==> src/rtl/alu_wide_op_sequencer_pkg.sv <==
// Shared opcodes, FSM state encoding and ALU word width for the wide-op sequencer.
package alu_seq_pkg;

  localparam int ALU_W = 32;

  localparam logic [3:0] OP_NOP = 4'b0000;
  localparam logic [3:0] OP_MOV = 4'b0001;
  localparam logic [3:0] OP_ADD = 4'b0010;
  localparam logic [3:0] OP_ADC = 4'b0011;
  localparam logic [3:0] OP_SUB = 4'b0100;
  localparam logic [3:0] OP_SBC = 4'b0101;
  localparam logic [3:0] OP_AND = 4'b0110;
  localparam logic [3:0] OP_ORR = 4'b0111;
  localparam logic [3:0] OP_EOR = 4'b1000;
  localparam logic [3:0] OP_MVN = 4'b1001;

  typedef enum logic [1:0] {
    IDLE = 2'd0,
    RUN  = 2'd1,
    DONE = 2'd2
  } seq_state_t;

  // Ops whose word-0 carry-in comes from the request rather than being forced to 0.
  function automatic logic uses_req_cin(input logic [3:0] op);
    return (op == OP_ADC) || (op == OP_SBC);
  endfunction

endpackage

==> src/rtl/alu_wide_op_sequencer_if.sv <==
// Request/response and ALU-bus signals of the wide-op sequencer; slave = sequencer side.
interface alu_wide_op_sequencer_if import alu_seq_pkg::*; #(
  parameter int WORDS = 2
);
  localparam int WW = ALU_W * WORDS;

  logic              req_valid;
  logic              req_ready;
  logic [3:0]        req_op;
  logic              req_cin;
  logic [WW-1:0]     req_a;
  logic [WW-1:0]     req_b;

  logic [ALU_W-1:0]  alu_srcA;
  logic [ALU_W-1:0]  alu_srcB;
  logic [3:0]        alu_op;
  logic              alu_cin;
  logic [ALU_W-1:0]  alu_result;
  logic              alu_c;
  logic              alu_v;
  logic              alu_z;
  logic              alu_n;

  logic              resp_valid;
  logic              resp_ready;
  logic [WW-1:0]     resp_result;
  logic              resp_n;
  logic              resp_z;
  logic              resp_c;
  logic              resp_v;

  modport slave (
    input  req_valid, req_op, req_cin, req_a, req_b,
    output req_ready,
    output alu_srcA, alu_srcB, alu_op, alu_cin,
    input  alu_result, alu_c, alu_v, alu_z, alu_n,
    output resp_valid, resp_result, resp_n, resp_z, resp_c, resp_v,
    input  resp_ready
  );

  modport master (
    output req_valid, req_op, req_cin, req_a, req_b,
    input  req_ready,
    input  alu_srcA, alu_srcB, alu_op, alu_cin,
    output alu_result, alu_c, alu_v, alu_z, alu_n,
    input  resp_valid, resp_result, resp_n, resp_z, resp_c, resp_v,
    output resp_ready
  );

endinterface

==> src/rtl/alu_wide_op_sequencer_op_map.sv <==
// Per-word opcode and carry-in selection: upper words turn ADD/SUB into their carry-chained forms.
module alu_seq_op_map import alu_seq_pkg::*; (
  input  logic [3:0] req_op,
  input  logic       first_word,
  input  logic       req_cin,
  input  logic       carry_reg,
  output logic [3:0] alu_op,
  output logic       alu_cin
);

  always_comb begin
    alu_op  = req_op;
    alu_cin = 1'b0;
    if (first_word) begin
      if (uses_req_cin(req_op)) alu_cin = req_cin;
    end else begin
      // Carry from the previous word also serves as the not-borrow for SBC.
      alu_cin = carry_reg;
      if (req_op == OP_ADD || req_op == OP_ADC) alu_op = OP_ADC;
      else if (req_op == OP_SUB || req_op == OP_SBC) alu_op = OP_SBC;
    end
  end

endmodule

==> src/rtl/alu_wide_op_sequencer.sv <==
// Runs WORDS x 32-bit ops on the shared Exe ALU, LS word first, one word per cycle.
// Optional ALU_WIDE_SEQ_BACK2BACK_EN lets DONE accept the next request on resp handoff.
module alu_wide_op_sequencer import alu_seq_pkg::*; #(
  parameter int WORDS = 2,
  parameter int W     = ALU_W
) (
  input  logic                   clk,
  input  logic                   rst,
  alu_wide_op_sequencer_if.slave bus
);

  localparam int IW = (WORDS > 1) ? $clog2(WORDS) : 1;
  localparam logic [IW-1:0] LAST = IW'(WORDS - 1);

  seq_state_t          state;
  logic [IW-1:0]       idx;
  logic [3:0]          op_q;
  logic                cin_q;
  logic                carry_q;
  logic [W*WORDS-1:0]  a_q;
  logic [W*WORDS-1:0]  b_q;
  logic [W*WORDS-1:0]  res_q;
  logic                zacc;
  logic                n_q;
  logic                z_q;
  logic                c_q;
  logic                v_q;

  logic                running;
  logic                accept;
  logic [3:0]          map_op;
  logic                map_cin;

  assign running = (state == RUN);

`ifdef ALU_WIDE_SEQ_BACK2BACK_EN
  assign bus.req_ready = (state == IDLE) || ((state == DONE) && bus.resp_ready);
`else
  assign bus.req_ready = (state == IDLE);
`endif

  assign accept = bus.req_valid && bus.req_ready;

  alu_seq_op_map u_op_map (
    .req_op     (op_q),
    .first_word (idx == '0),
    .req_cin    (cin_q),
    .carry_reg  (carry_q),
    .alu_op     (map_op),
    .alu_cin    (map_cin)
  );

  // The ALU bus is parked at zero whenever the sequencer does not own it.
  assign bus.alu_op   = running ? map_op : OP_NOP;
  assign bus.alu_cin  = running && map_cin;
  assign bus.alu_srcA = running ? a_q[W*int'(idx) +: W] : '0;
  assign bus.alu_srcB = running ? b_q[W*int'(idx) +: W] : '0;

  assign bus.resp_valid  = (state == DONE);
  assign bus.resp_result = res_q;
  assign bus.resp_n      = n_q;
  assign bus.resp_z      = z_q;
  assign bus.resp_c      = c_q;
  assign bus.resp_v      = v_q;

  always_ff @(posedge clk) begin
    if (rst) begin
      state   <= IDLE;
      idx     <= '0;
      op_q    <= OP_NOP;
      cin_q   <= 1'b0;
      carry_q <= 1'b0;
      a_q     <= '0;
      b_q     <= '0;
      res_q   <= '0;
      zacc    <= 1'b0;
      n_q     <= 1'b0;
      z_q     <= 1'b0;
      c_q     <= 1'b0;
      v_q     <= 1'b0;
    end else if (accept) begin
      state   <= RUN;
      idx     <= '0;
      op_q    <= bus.req_op;
      cin_q   <= bus.req_cin;
      carry_q <= 1'b0;
      a_q     <= bus.req_a;
      b_q     <= bus.req_b;
      res_q   <= '0;
      zacc    <= 1'b1;
      n_q     <= 1'b0;
      z_q     <= 1'b0;
      c_q     <= 1'b0;
      v_q     <= 1'b0;
    end else begin
      case (state)
        RUN: begin
          res_q[W*int'(idx) +: W] <= bus.alu_result;
          carry_q                 <= bus.alu_c;
          zacc                    <= zacc & bus.alu_z;
          if (idx == LAST) begin
            // Sign, carry and overflow of the wide op are those of its top word.
            n_q   <= bus.alu_n;
            c_q   <= bus.alu_c;
            v_q   <= bus.alu_v;
            z_q   <= zacc & bus.alu_z;
            state <= DONE;
          end else begin
            idx <= idx + 1'b1;
          end
        end
        DONE: begin
          if (bus.resp_ready) state <= IDLE;
        end
        IDLE: ;
        default: state <= IDLE;
      endcase
    end
  end

endmodule

==> src/flat_wrapper.sv <==
// flat-port wrapper written by rule: the top's interface ports become plain ports
module alu_wide_op_sequencer_flat import alu_seq_pkg::*;
#(
  parameter int WORDS = 2,
  parameter int W     = ALU_W
)
  (clk, rst, bus_req_valid, bus_req_op, bus_req_cin, bus_req_a, bus_req_b, bus_req_ready, bus_alu_srcA, bus_alu_srcB, bus_alu_op, bus_alu_cin, bus_alu_result, bus_alu_c, bus_alu_v, bus_alu_z, bus_alu_n, bus_resp_valid, bus_resp_result, bus_resp_n, bus_resp_z, bus_resp_c, bus_resp_v, bus_resp_ready);
  alu_wide_op_sequencer_if #(.WORDS(WORDS)) bus_i ();
  input  logic clk;
  input  logic rst;
  input wire logic [$bits(bus_i.req_valid)-1:0] bus_req_valid;
  input wire logic [$bits(bus_i.req_op)-1:0] bus_req_op;
  input wire logic [$bits(bus_i.req_cin)-1:0] bus_req_cin;
  input wire logic [$bits(bus_i.req_a)-1:0] bus_req_a;
  input wire logic [$bits(bus_i.req_b)-1:0] bus_req_b;
  output wire logic [$bits(bus_i.req_ready)-1:0] bus_req_ready;
  output wire logic [$bits(bus_i.alu_srcA)-1:0] bus_alu_srcA;
  output wire logic [$bits(bus_i.alu_srcB)-1:0] bus_alu_srcB;
  output wire logic [$bits(bus_i.alu_op)-1:0] bus_alu_op;
  output wire logic [$bits(bus_i.alu_cin)-1:0] bus_alu_cin;
  input wire logic [$bits(bus_i.alu_result)-1:0] bus_alu_result;
  input wire logic [$bits(bus_i.alu_c)-1:0] bus_alu_c;
  input wire logic [$bits(bus_i.alu_v)-1:0] bus_alu_v;
  input wire logic [$bits(bus_i.alu_z)-1:0] bus_alu_z;
  input wire logic [$bits(bus_i.alu_n)-1:0] bus_alu_n;
  output wire logic [$bits(bus_i.resp_valid)-1:0] bus_resp_valid;
  output wire logic [$bits(bus_i.resp_result)-1:0] bus_resp_result;
  output wire logic [$bits(bus_i.resp_n)-1:0] bus_resp_n;
  output wire logic [$bits(bus_i.resp_z)-1:0] bus_resp_z;
  output wire logic [$bits(bus_i.resp_c)-1:0] bus_resp_c;
  output wire logic [$bits(bus_i.resp_v)-1:0] bus_resp_v;
  input wire logic [$bits(bus_i.resp_ready)-1:0] bus_resp_ready;
  assign bus_i.req_valid = bus_req_valid;
  assign bus_i.req_op = bus_req_op;
  assign bus_i.req_cin = bus_req_cin;
  assign bus_i.req_a = bus_req_a;
  assign bus_i.req_b = bus_req_b;
  assign bus_req_ready = bus_i.req_ready;
  assign bus_alu_srcA = bus_i.alu_srcA;
  assign bus_alu_srcB = bus_i.alu_srcB;
  assign bus_alu_op = bus_i.alu_op;
  assign bus_alu_cin = bus_i.alu_cin;
  assign bus_i.alu_result = bus_alu_result;
  assign bus_i.alu_c = bus_alu_c;
  assign bus_i.alu_v = bus_alu_v;
  assign bus_i.alu_z = bus_alu_z;
  assign bus_i.alu_n = bus_alu_n;
  assign bus_resp_valid = bus_i.resp_valid;
  assign bus_resp_result = bus_i.resp_result;
  assign bus_resp_n = bus_i.resp_n;
  assign bus_resp_z = bus_i.resp_z;
  assign bus_resp_c = bus_i.resp_c;
  assign bus_resp_v = bus_i.resp_v;
  assign bus_i.resp_ready = bus_resp_ready;
  alu_wide_op_sequencer #(.WORDS(WORDS), .W(W)) u_core (.clk(clk), .rst(rst), .bus(bus_i));
endmodule
==> config.mk <==
export PLATFORM = sky130hd
export DESIGN_NAME = alu_wide_op_sequencer_flat
export DESIGN_NICKNAME = d
export VERILOG_FILES = /design/src/rtl/alu_wide_op_sequencer_pkg.sv /design/src/rtl/alu_wide_op_sequencer_if.sv /design/src/rtl/alu_wide_op_sequencer_op_map.sv /design/src/rtl/alu_wide_op_sequencer.sv /design/src/flat_wrapper.sv
export SDC_FILE = /design/constraint.sdc
export NUM_CORES = 1
export LEC_CHECK = 0
export ABC_AREA = 1
export CORE_MARGIN = 2
export CORE_UTILIZATION = 40
export CTS_CLUSTER_SIZE = 20
export DETAILED_ROUTE_END_ITERATION = 10
export PLACE_DENSITY = 0.81
export SETUP_SLACK_MARGIN = 0.3
export SLEW_MARGIN = 15
export SYNTH_ARGS = -nofsm -noshare
export SYNTH_HDL_FRONTEND = slang
export SYNTH_SLANG_ARGS = --single-unit
==> constraint.sdc <==
create_clock -name clk -period 1.3 [get_ports clk]
set_input_delay 0.26 -clock clk [delete_from_list [all_inputs] [get_ports clk]]
set_output_delay 0.26 -clock clk [all_outputs]
set_load 0.005 [all_outputs]
[Yosys cells after proc, flatten, opt, wreduce, memory -nomap -nowiden]
Index checks and enable logic that the tools add are counted.
Storage, ports and cells
  input bits: 173
  RAM bits: 0
  memory bits (read-only): 0
  bits in latches: 0
  memories: 0
  register bits after elaboration: 206
  output and inout port bits: 139
Operators by class
  divide/modulo/power cells: 0
  add/sub/neg operators: 2
  mux-type cells: 16
  multipliers: 0
  $lt $le $gt $ge: 0
  shifts and indexed selects: 4
  reduce and logical (&&, ||, !) cells: 11
  equality and inequality tests: 11
  bitwise gates (word level): 2
Operators with widths (number)
  64-bit by 7-bit indexed part select with 32-bit output: 2
  64-bit bitwise mux: 1
  32-bit 2-to-1 mux: 2
  32-bit by 33-bit variable shift with 64-bit output, first input constant: 1
  32-bit by 33-bit indexed part select with 64-bit output: 1
  6-bit negation with 33-bit output: 1
  4-bit 2-to-1 mux: 4
  4-bit by 2-bit == test with 1-bit output, second input constant: 2
  4-bit by 3-bit == test with 1-bit output, second input constant: 2
  1-bit 2-to-1 mux: 6
  2-bit case mux with 3 select lines: 1
  3-bit AND reduction: 2
  2-bit 2-to-1 mux: 2
  2-bit by 1-bit != test with 1-bit output, second input constant: 2
  1-bit logical OR: 3
  3-bit by 1-bit != test with 1-bit output, second input constant: 1
  3-bit by 2-bit != test with 1-bit output, second input constant: 1
  2-bit by 1-bit == test with 1-bit output, second input constant: 1
  2-bit == test, second input constant: 1
  1-bit logical AND: 2
  2-bit zero test: 1
  2-bit != test, second input constant: 1
  2-bit AND reduction: 1
  2-bit nonzero test: 1
  other kinds (4): 4

[Longest topological paths before layout]
  word-level depth: 6
  mapped depth: 8
  gate-level depth less buffers: 6

[Hierarchy]
Synthesis repeated with hierarchy kept, for this count alone.
Second synthesis, totals
  cells, all modules: 1210
  area, all modules: 8398.1 um2
By module, submodules not included
  alu_wide_op_sequencer: area each 8339.2 um2, instances 1, cells each 1196
  alu_seq_op_map: area each 58.8 um2, instances 1, cells each 14

[Worst setup path before layout]
No wires, ideal clock.
  path kind: reg2out
  start point: register u_core.idx
  end point: output bus_alu_srcA[12]
  path buffers: 2
  path slack: 11 ps
  required time: 1040 ps
  cell stages (with the launch flop): 6
  arrival time: 1029 ps
  path through: dfxtp_1 inv_1 buf_2 buf_1 nand2_1 a21oi_1
On the way
  word-level cells in the longest chain between the ends: 2
RTL lines
  from (decl): line alu_wide_op_sequencer.sv:16  | logic [IW-1:0] idx;
  from (signal assigned): line alu_wide_op_sequencer.sv:109  | idx <= idx + 1'b1;
  64-bit by 7-bit indexed part select with 32-bit output: line alu_wide_op_sequencer.sv:56  | assign bus.alu_srcA = running ? a_q[W*int'(idx) +: W] : '0;
  32-bit 2-to-1 mux: line alu_wide_op_sequencer.sv:56
  to (decl): line flat_wrapper.sv:17  | output wire logic [$bits(bus_i.alu_srcA)-1:0] bus_alu_srcA;
No other way between the ends.

[Worst setup path after layout]
  start point: register u_core.idx
  end point: output bus_alu_srcB[0]
On the way
  word-level cells in the longest chain between the ends: 2
RTL lines
  64-bit by 7-bit indexed part select with 32-bit output: line alu_wide_op_sequencer.sv:57  | assign bus.alu_srcB = running ? b_q[W*int'(idx) +: W] : '0;
  32-bit 2-to-1 mux: line alu_wide_op_sequencer.sv:57
  to (decl): line flat_wrapper.sv:18  | output wire logic [$bits(bus_i.alu_srcB)-1:0] bus_alu_srcB;
No other way between the ends.

==> metrics list <==
* Global-route wire length before repair: 53.1 mm
* Clock buffer depth: 3
- Final Cell Area: approximately 16000 sq um
* Largest family of logic cells by synthesized area: simple AND/OR/NAND/NOR gates
- Number of antenna violations at the first check in global routing: 1
* Reg-to-reg critical path startpoint: u_core.state[0]
* Minimum clock period: around 2.1 ns
- Rel. slew slack: 0.613
* Reg2reg setup slack: -0.53 ns
- Layout area overhead: 95.2%
- The path class of the tightest hold or removal check is in -> reg.
- Core Util, Final: 0.801
* Global placer's final weighted congestion: 0.858
- Post-synth top area share: 0.492
- The flow ran to the end, but the final reports show violations.
* Detailed Route WL: around 43 mm
* Floorplan die area: 22100 sq um
- Slack of the critical path: -0.808 ns
- Critical Path Start Type: register
* DRT antenna net count: 0
- The worst setup path is of the reg -> out kind.
- The final count of pins violating max slew was 0.
- From bottom edge to top edge, the die measures 149 microns.
- On the final layout, the worst clock skew is around 0.016 ns.
* Fillcell total: roughly 1.2k
- Yosys printed 0 warnings.
- Worst path slowest cell: sky130_fd_sc_hd__dfxtp_4
* Flip-flop cell with the highest count after synthesis: sky130_fd_sc_hd__dfxtp_1
- Total core area: between 20000 and 25000 sq um
* Path depth of the worst reg2reg path: 11
- During I/O placement, the number of pins put on the boundary was 312.
- The via count of the first global-routing pass is just under 10k.
* Cell Rows: 52
- The number of nets in the synthesized netlist is between 1k and 1.5k.
- Counting flops with a built-in enable in the synthesized netlist gives 0.
- Part of the cycle the worst path needs: 1.62
* Synth cell count leaders: 340 x sky130_fd_sc_hd__nor2_1, 241 x sky130_fd_sc_hd__nand2_1, 206 x sky130_fd_sc_hd__dfxtp_1, 135 x sky130_fd_sc_hd__o21ai_0, 104 x sky130_fd_sc_hd__a21oi_1
* Crit-path cells: buf_12, inv_12, buf_6, buf_12, buf_16, nand2_2, a21oi_1, buf_2
- The worst hold path passes through 3 cells.
- Largest cells by area after synthesis: sky130_fd_sc_hd__dfxtp_1 49%, sky130_fd_sc_hd__nor2_1 15%, sky130_fd_sc_hd__nand2_1 11%, sky130_fd_sc_hd__o21ai_0 8.1%, sky130_fd_sc_hd__a21oi_1 6.2%
* Reported leakage power: 0.00687 uW
- The worst setup path is captured at an output pin.
- CP Data Required Time: ~1.0 ns
* Via count: ~11k
- X dimension of the die: 149 microns
- Entering global routing, the biggest net connects 63 pins.
- In this run the worst path has a maximum fanout of 7.
* Number of levels the H-tree was split into: 1
- Distinct cell type count of the synthesized netlist: 18
- The portion of synthesized area spent on multiplexers is 0.
* Measured slew at the worst slew-check pin: 0.578 ns
* Terminus of the critical flop-to-flop path: u_core.b_q[42]
- Area share of and/or/nand/nor cells after synthesis: 0.290
- Logic depth of the worst path, buffers included: 8
- Router iterations before antenna repair: 7
- Unrepaired setup endpoints after global routing: true
- The finished layout holds ~1.9k standard cells, fillers aside.
- Buffers inserted during clock tree synthesis total 23.
* Most common cell in the netlist: sky130_fd_sc_hd__nor2_1
- Flip-flop and latch count after synthesis: 206
- Buffers placed on the I/O ports in this run total 311.
* IR Drop Worst-Case VDD: 0.000762 V
- Final Hold Violating Endpoints: 0
- Library cell occupying the most area in the post-synthesis netlist: sky130_fd_sc_hd__dfxtp_1
- Count of routing violations after the opening detailed-route iteration: ~840
* Most used cell along the critical path: sky130_fd_sc_hd__buf_12
* CTS tree: built
- Parity-gate share of the synthesized area counting xor and xnor cells: 0
* Fraction of registers with async set or reset after synthesis: 0
* Total of max-cap violations: 0
- Starting utilization of the core area: 0.410
- Capturing instance or port of the critical path: bus_alu_srcB[0]
- Clock transition at the registers of the reported paths: ~0.060 ns
- Complex-gate fraction of the synthesized area: 0.143
- In the final design database the tool counted between 1.5k and 2k nets.
- After layout, the design draws a total of ~19000 uW.
- After detailed placement, the total cell area comes to between 10000 and 15000 sq um.
- Global route overflow: 0
- Timing analysis after detailed placement gives a worst setup slack of -0.494 ns.
- In this run the power density over the cells is about 1200 nW/um^2.
- On the critical path the largest part of the delay comes from buffers and inverters.
- Insertion delay to the later sink of the worst-skew pair: 0.52 ns
- Detailed-route DRC error count: 0
* Overall routing resource usage: 0.303
- Failing checks: negative setup slack
* CTS Sinks: approximately 210
* Sequential-to-total area share from yosys stat: 0.492
- After synthesis, the mean cell area works out to 6.94 sq um.
- DP Wirelength: 18.9 mm
- Timing startpoint of the critical path: u_core.idx
* Clock root buffer: sky130_fd_sc_hd__clkbuf_16
- Placed cell count: about 1.7k
- Crit path largest cell delay: roughly 0.38 ns
- Together, buffers and inverters on the worst path number 6.
- Setup violations remaining at the end of the flow were counted as around 280.
- Post-synthesis cell count: 1208
* Arrival time of the worst setup path: around 1.9 ns
* Wire per inst: between 20 and 25 microns
- Ratio of routed vias to standard cells: 5.75
- Of the cells placed in the final design, the portion with a size suffix greater than 1 is 0.453.
- Maximum frequency from static timing analysis: about 470 MHz
- Post-synthesis cell area: between 8000 and 9000 sq um
* Share of synthesized cell area in full adder, half adder and majority cells: 0
[cell type report]
cell class | instances | area, sq um | area share
timing repair buffer | 487 | 5620 | 0.343
inverter | 47 | 201 | 0.0123
sequential | 206 | 4220 | 0.258
multi-input combinational | 863 | 5180 | 0.317
tap | 270 | 338 | 0.0206
clock inverter | 7 | 66.3 | 0.00405
clock buffer | 35 | 721 | 0.0440
timing repair inverter | 1 | 16.3 | 0.000994
antenna | 1 | 2.50 | 0.000153
[placed cells by master, fill, tap and decap left out, types with 10 or more instances in the layout]
| cell type | count |
|---|---|
| sky130_fd_sc_hd__o21ai_1 | 26 |
| sky130_fd_sc_hd__nand4_1 | 34 |
| sky130_fd_sc_hd__buf_16 | 32 |
| sky130_fd_sc_hd__nor2_1 | 233 |
| sky130_fd_sc_hd__nor2_4 | 49 |
| sky130_fd_sc_hd__buf_6 | 58 |
| sky130_fd_sc_hd__buf_4 | 38 |
| sky130_fd_sc_hd__a21oi_1 | 33 |
| sky130_fd_sc_hd__a21oi_2 | 67 |
| sky130_fd_sc_hd__dfxtp_1 | 135 |
| sky130_fd_sc_hd__nor2_2 | 59 |
| sky130_fd_sc_hd__buf_12 | 41 |
| sky130_fd_sc_hd__nand2_4 | 26 |
| sky130_fd_sc_hd__dfxtp_2 | 69 |
| sky130_fd_sc_hd__o21ai_4 | 14 |
| sky130_fd_sc_hd__nand2_2 | 28 |
| sky130_fd_sc_hd__buf_8 | 16 |
| sky130_fd_sc_hd__buf_2 | 107 |
| sky130_fd_sc_hd__o21ai_2 | 61 |
| sky130_fd_sc_hd__clkdlybuf4s50_1 | 172 |
| sky130_fd_sc_hd__clkbuf_16 | 40 |
| sky130_fd_sc_hd__clkbuf_8 | 10 |
| sky130_fd_sc_hd__nand2_1 | 186 |
| sky130_fd_sc_hd__o21ai_0 | 34 |
| sky130_fd_sc_hd__inv_1 | 42 |
[sequential cells by signal, indices dropped and copies added, names as in the netlist]
register                cells
u_core.zacc                 1
u_core.cin_q                1
u_core.idx                  1
u_core.bus.resp_n           1
u_core.bus.resp_v           1
u_core.bus.resp_z           1
u_core.bus.resp_result     64
u_core.a_q                 64
u_core.b_q                 64
u_core.bus.resp_c           1
u_core.op_q                 4
u_core.state                2
u_core.carry_q              1
[worst min-delay path, delay by kind of cell]
family                 cells  cell delay, ns
AOI/OAI and AO/OA          1            0.07
and+or+nand+nor            1            0.09
buffers and inverters      1            0.40
[how the worst min path moves through the flow]
| stage | startpoint | end | slack, ns |
|---|---|---|---|
| global placement | u_core.bus.resp_result[32] | u_core.bus.resp_result[32] | 0.45 |
| finish | bus_alu_n | u_core.bus.resp_n | 0.34 |
| CTS | bus_alu_v | u_core.bus.resp_v | 0.32 |
| detailed placement | u_core.bus.resp_result[47] | u_core.bus.resp_result[47] | 0.45 |
| floorplan | rst | u_core.state[0] | 0.32 |
| global route | bus_alu_result[7] | u_core.bus.resp_result[7] | 0.34 |
[report_power, final]
| part | internal (uW) | switching, uW |
|---|---|---|
| registers | 6780 | 448 |
| clock network | 4020 | 2820 |
| logic | 2640 | 2440 |
| total | 13400 | 5710 |
[cells by family (layout without fill, tap and decap cells)]
kind of cell	Yosys count	in the layout
AO/OA/AOI/OAI	239	239
buffers and inverters	141	577
flip-flops	206	206
other	0	1
AND/OR/NAND/NOR	622	624
[routing by layer]
| metal | GRT usage | share of wire | wire length [microns] |
|---|---|---|---|
| met1 | 0.353 | 0.34 | 14900 |
| met2 | 0.532 | 0.49 | 21200 |
| met3 | 0.0572 | 0.089 | 3870 |
| met4 | 0.157 | 0.079 | 3420 |
| met5 | 0 | 0 | 0 |
[per-stage QoR]
step | hold slack, ns | TNS [ns]
2_1_floorplan | 0.319 | 0
5_1_grt | 0.344 | -140.84
4_1_cts | 0.318 | -107.92
3_5_place_dp | 0.452 | -69.60
3_3_place_gp | 0.447 | -63.82
6_report | 0.343 | -126.14
[timing repair]
| action | in CTS | in global routing |
|---|---|---|
| gates cloned | 31 | 24 |
| endpoints found under the setup margin | 345 | 345 |
| endpoints found under the hold margin | 0 | 0 |
| pin swaps | 45 | 99 |
| hold buffers | 0 | 0 |
| setup buffers | 57 | 24 |
| resized for setup | 838 | 377 |
No activity file was read; power rests on OpenSTA's default activity.
